**src/rtl/uart_word_sender.sv**
```systemverilog
// Splits 1-4 byte MMIO payloads into bytes for UartTx, LSB first.
// A FIFO absorbs core bursts; a four-state FSM paces start pulses against tx_busy.
module uart_word_sender #(
  parameter int FIFO_AW = 4
) (
  input  logic               clock,
  input  logic               reset,
  input  logic               in_valid,
  input  logic [31:0]        in_data,
  input  logic [1:0]         in_len,
  output logic               in_ready,
  output logic               tx_start,
  output logic [7:0]         sdata,
  input  logic               tx_busy,
  output logic [FIFO_AW:0]   fifo_count,
  output logic               idle
);
  localparam int DEPTH = 1 << FIFO_AW;
  localparam logic [FIFO_AW:0]   FULL    = {1'b1, {FIFO_AW{1'b0}}};
  localparam logic [FIFO_AW:0]   CNT_ONE = (FIFO_AW+1)'(1);
  localparam logic [FIFO_AW-1:0] PTR_ONE = FIFO_AW'(1);

  typedef enum logic [1:0] {IDLE, START, GUARD, WAIT} state_t;
  state_t state, state_n;

  logic [31:0]        mem_data [DEPTH];
  logic [1:0]         mem_len  [DEPTH];
  logic [FIFO_AW-1:0] wr_ptr, rd_ptr;
  logic [FIFO_AW:0]   count;
  logic [31:0]        shreg;
  logic [1:0]         len_r, idx;
  logic               push, pop, advance;

  // Ready comes only from the registered count, so a full FIFO stays closed
  // during the cycle it pops.
  assign in_ready   = (count != FULL);
  assign push       = in_valid & in_ready;
  assign pop        = (state == IDLE) & (count != '0);
  assign advance    = (state == WAIT) & ~tx_busy & (idx != len_r);
  assign sdata      = shreg[7:0];
  assign fifo_count = count;
  assign idle       = (state == IDLE) & (count == '0);

  always_ff @(posedge clock) begin
    if (push) begin
      mem_data[wr_ptr] <= in_data;
      mem_len[wr_ptr]  <= in_len;
    end
  end

  always_ff @(posedge clock) begin
    if (reset) begin
      state  <= IDLE;
      wr_ptr <= '0;
      rd_ptr <= '0;
      count  <= '0;
      shreg  <= '0;
      len_r  <= '0;
      idx    <= '0;
    end else begin
      state <= state_n;
      if (push) wr_ptr <= wr_ptr + PTR_ONE;
      if (pop) begin
        rd_ptr <= rd_ptr + PTR_ONE;
        shreg  <= mem_data[rd_ptr];
        len_r  <= mem_len[rd_ptr];
        idx    <= '0;
      end else if (advance) begin
        shreg <= shreg >> 8;
        idx   <= idx + 2'd1;
      end
      case ({push, pop})
        2'b10:   count <= count + CNT_ONE;
        2'b01:   count <= count - CNT_ONE;
        default: ;
      endcase
    end
  end

  always_comb begin
    state_n  = state;
    tx_start = 1'b0;
    case (state)
      IDLE:  if (count != '0) state_n = START;
      START: if (!tx_busy) begin
        tx_start = 1'b1;
        state_n  = GUARD;
      end
      // UartTx raises busy a cycle after the start pulse, so skip one sample.
      GUARD: state_n = WAIT;
      WAIT:  if (!tx_busy) state_n = (idx == len_r) ? IDLE : START;
      default: state_n = IDLE;
    endcase
  end
endmodule

```
**config.mk**
```make
export PLATFORM = sky130hd
export DESIGN_NAME = uart_word_sender
export DESIGN_NICKNAME = d
export VERILOG_FILES = /design/src/rtl/uart_word_sender.sv
export SDC_FILE = /design/constraint.sdc
export NUM_CORES = 1
export LEC_CHECK = 0
export CORE_MARGIN = 2
export CORE_UTILIZATION = 50
export CTS_CLUSTER_SIZE = 10
export DETAILED_ROUTE_END_ITERATION = 12
export PLACE_DENSITY = 0.64
export SLEW_MARGIN = 25
export SYNTH_ARGS = -nofsm -noshare
export SYNTH_HDL_FRONTEND = slang
export SYNTH_SLANG_ARGS = --single-unit
```
**constraint.sdc**
```tcl
create_clock -name clock -period 5.51 [get_ports clock]
set_clock_uncertainty 0.15 [all_clocks]
set_input_delay 1.102 -clock clock [delete_from_list [all_inputs] [get_ports clock]]
set_output_delay 1.102 -clock clock [all_outputs]
set_load 0.01 [all_outputs]
```
# After elaboration in Yosys (flattened, before gate mapping)
# Memory sizes are Yosys's and may differ from the RTL's. A register that Yosys moved wholly into a read port is not among the register bits.
# Index checks and enable logic that the tools add are counted.
[word_totals] ff_bits=49 mem_bits_rw=544 in_bits=38 out_inout_bits=16 elab_cells=51 n_memories=2
[classes] add_sub_neg=5 eq_ne=11 mux=14 bitwise=6 n_reduce_logical=7
[mem_list] name="mem_data" depth=16 word_bits=32 read_ports=1 rd_clocked_by_memory_dff=1 write_ports=1 line_no="26" rtl="logic [31:0] mem_data [DEPTH];"
[mem_list] name="mem_len" depth=16 word_bits=2 read_ports=1 rd_clocked_by_memory_dff=1 write_ports=1 line_no="27" rtl="logic [1:0] mem_len [DEPTH];"
[ops] cell="2-to-1 mux 32 bit" count=2
[ops] cell="case mux 5 bit (2 select lines)" count=1
[ops] cell="adder 4 x 1 -> 4 bit, second input constant" count=2
[ops] cell="2-to-1 mux 4 bit" count=2
[ops] cell="case mux 2 bit (4 select lines)" count=1
[ops] cell="equality test 2 bit, second input constant" count=3
[ops] cell="2-to-1 mux 2 bit" count=3
[ops] cell="!= test 2 bit, second input constant" count=3
[ops] cell="adder 5 x 1 -> 5 bit, second input constant" count=1
[ops] cell="AND 1 bit" count=5
[ops] cell="logical NOT 5 bit" count=1
[ops] cell="2-to-1 mux 1 bit" count=5
[ops] cell="!= test 5 bit, second input constant" count=1
[ops] cell="nonzero test 5 bit" count=1
[ops] cell="subtractor 5 x 1 -> 5 bit, second input constant" count=1
[ops] cell="equality test 2 x 1 -> 1 bit, second input constant" count=2
[ops] cell="nonzero test 2 bit" count=2
[ops] cell="AND reduction 3 bit" count=1
[ops] cell="adder 2 x 1 -> 2 bit, second input constant" count=1
[ops] cell="equality test 2 bit" count=1
[ops] cell="logical NOT 2 bit" count=1
[ops] cell="!= test 2 bit" count=1
[ops] cell="OR reduction 2 bit" count=1
[ops] cell="inverter 1 bit" count=1

# Longest topological paths before layout
[logic_depth] word_depth=5 depth_mapped=14

# Worst setup path after synthesis
# Ideal clock, no wire load.
[synth_timing] path_kind="in2reg" start="input port in_valid" end="memory mem_data[0][0], enable pin" setup_time_ns=0.467 t_arrival_ns=3.994 required_ns=4.893 slack_ns=0.899 path_stages=3 path_cell_list="a21boi_1 -> nand2_1 -> nor3_1"
[synth_between] elab_chain_len=3
[synth_lines] item="start, declared" line_no="8" rtl="input logic in_valid,"
[synth_lines] item="AND 1 bit" line_no="37" rtl="assign push = in_valid & in_ready;"
[synth_lines] item="2-to-1 mux 1 bit" line_no="45" rtl="if (push) begin"
[synth_lines] item="2-to-1 mux 1 bit (implied by the code)" line_no="46" rtl="mem_data[wr_ptr] <= in_data;"
[synth_lines] item="end, declared" line_no="26"
# No other way between the ends.

# Worst setup path in the final report
[layout_timing] start="input port in_valid" end="memory mem_data[12][25], enable pin"
# Same word-level chain as after synthesis.

==> metrics <==
status finished clean; synth unique cells 43; r2r endpoint fifo_count[4]$_SDFFE_PP0P_; cell area after synthesis 23,100 µm²; RR Startpoint fifo_count[0]$_SDFFE_PP0P_; vias 11,000; routed wl met3 3760 µm; Die Y roughly 220 µm; DIE WIDTH between 200 and 250 µm; Avg Vias per Cell 6.06; HP Start shreg[26]$_SDFFE_PP0P_; register area share after synthesis 0.756; initial antenna violation count 2; Post-synth EDFFs 544; hpwl dp 31,000 µm; crit path max-delay cell type nor2_4; IO Pins 54; row cnt 78; Hold-fix buffers, CTS 0; DRC Markers 0; R2R depth 11; DR top layer met4; Avg Cell Area, Syn 21.0 µm²; Pwr per Cell Area 416 nW/µm²; die area 47,900 µm²; Final Cycle Share 0.684; Required @ worst endpoint 5630 ps; CP Max Fanout 27; vias in the first global route about 11,000; Setup crit start in_valid; setup tns final 0 ps; Core Region 45,500 µm²; Clock transition at path regs 60 ps; Final Wtd Congestion 0.837; CTS buffer count 70; TritonCTS clock tree yes; first-pass GRT wire length 74,300 µm; met2 WL 22,700 µm; final core occ 0.580; Post-Route WL approximately 50,000 µm; CTS max path bufs 3; cell-by-cell listing of the critical path clkdlybuf4s50_1 > a21boi_1 > nand2_1 > nor2_4 > buf_4; Final Critical Period 3770 ps; number of H-tree levels 3; Clk Latency, worst-skew pair 580 ps; leakage about 8.2 nW; ant diodes 0; setup ws final ~1700 ps; crit path kind input pin to flip-flop; post-synthesis register bit count 599; Clock Tree Root clkbuf_16; Worst setup SP type input pin; worst stage delay on the critical path a little under 800 ps; Least-Margin Pin Slew between 1000 and 1500 ps; GRT Total Usage 0.217; Overflow after GRT 0; Slew HR 0.316; nets 1,231; f_max 265 MHz; FFs w/ async S/R, synth 0; WL per Instance about 28 µm; met1 WL 23,100 µm; drt first pass iters 5; Syn. warnings 0; total of max-cap violations 0; RSZ-0062 raised after global routing no; crit path to mem_data[12][25]$_DFFE_PP_; Pins Over Slew Limit 0; number of nets with antenna violations after routing 0; I/O Buffers 53; cells after synthesis 1,096; Iter 0 DRT Violations 1,181; R2R Setup Slk 1750 ps; worst hold path type flip-flop to flip-flop; TritonCTS Sinks roughly 600; CTS resizes 0; most common cell after layout, fill and taps aside edfxtp_1; final count of negative-setup-slack endpoints 0; Final Hold Fails 0; share of layout cells above drive strength 1 0.241; CP arrival 3890 ps; Worst IR Drop VDD 0.204 mV; Initial Utilization 0.507; dpl ws 1190 ps; commonest cells after routing, fill and taps aside edfxtp_1 (544), mux4_2 (162), clkbuf_16 (74); ys flop type edfxtp_1; critical path endpoint category flip-flop; Post-CTS Setup Repair Bufs 0; largest net degree at the start of global routing 60; area delta synth->final 14.4%; Synth Net Count 1,147
==> per-stage QoR <==
| stage | cell area, µm² | total power, mW | std cells | hold slack (ps) |
|---|---|---|---|---|
| 6_report | 26400 | 11.0 | 1812 | 305 |
| 5_1_grt | 26400 | 11.4 | 1812 | 321 |
| 4_1_cts | 26400 | 11.1 | 1812 | 307 |
| 3_5_place_dp | 24400 | 6.97 | 1708 | 294 |
| 3_3_place_gp | 24400 | 6.94 | 1707 | 288 |
| 2_1_floorplan | 23100 | 6.42 | 1096 | 277 |
==> routing by layer <==
metal,global-route usage,up-vias
li1,-,4676
met1,0.345,5836
met2,0.316,425
met3,0.0403,36
met4,0.0495,0
met5,0,-
==> worst min-delay path by stage <==
stage / endpoint / cells past startpoint
floorplan: shreg[24]$_SDFFE_PP0P_ / 1
global placement: shreg[27]$_SDFFE_PP0P_ / 1
detailed placement: shreg[26]$_SDFFE_PP0P_ / 1
CTS: shreg[26]$_SDFFE_PP0P_ / 1
global route: shreg[31]$_SDFFE_PP0P_ / 1
finish: shreg[26]$_SDFFE_PP0P_ / 1
==> critical path, delay by kind of cell <==
| kind | cells | cell delay, ps |
|---|---|---|
| AOI/OAI and AO/OA | 1 | 710 |
| buffers and inverters | 2 | 830 |
| and+or+nand+nor | 2 | 1220 |
==> report_power, final <==
| group | switching, mW | internal [mW] | leakage [nW] | total (mW) |
|---|---|---|---|---|
| combinational | 0.891 | 0.652 | 1.83 | 1.54 |
| clock | 1.67 | 2.43 | 0.963 | 4.10 |
| sequential | 0.140 | 5.19 | 5.37 | 5.33 |
| total | 2.70 | 8.27 | 8.16 | 11.0 |
==> cells by family (layout without fill, tap and decap cells) <==
| kind of cell | count (synthesis) | in the layout | share of synthesized area |
|---|---|---|---|
| AOI/OAI and AO/OA | 98 | 98 | 0.0286 |
| buffers and inverters | 79 | 195 | 0.0159 |
| adders and majority gates | 13 | 13 | 0.00705 |
| muxes | 181 | 181 | 0.166 |
| xor gates and xnor gates | 13 | 13 | 0.00494 |
| DFF | 599 | 599 | 0.756 |
| and+or+nand+nor | 113 | 113 | 0.0212 |
==> cells in the mapped netlist (7+ instances only) <==
cell type  number  area, µm²
edfxtp_1      544      16300
mux4_2        162       3650
dfxtp_1        55       1100
nor2_1         48        180
nand2_1        40        150
a21oi_1        31        155
a211oi_1       27        203
clkbuf_1       26       97.6
buf_2          24        120
mux2i_1        19        190
ha_1           13        163
a21o_1         10       75.1
inv_1          10       37.5
buf_4           9       67.6
o22ai_1         9       56.3
nor3_1          8       40.0
xnor2_1         8       70.1
buf_1           7       26.3
==> flip-flops by register name (all words and copies together), names as in the netlist, named ones only <==
signal / cells
wr_ptr: 4
idx: 2
fifo_count: 5
len_r: 2
state: 2
mem_data: 512
rd_ptr: 4
mem_len: 32
shreg: 32
==> area by class of cell <==
type | instances | area (µm²)
clock buffers | 99 | 1950
inverters | 12 | 45.0
flip-flops and latches | 599 | 17400
repair buffers | 79 | 778
clock inverters | 5 | 46.3
multi-input cells | 418 | 5370
fillers | 3323 | 19100
well taps | 600 | 751
Power figures use the tool's default switching activity.
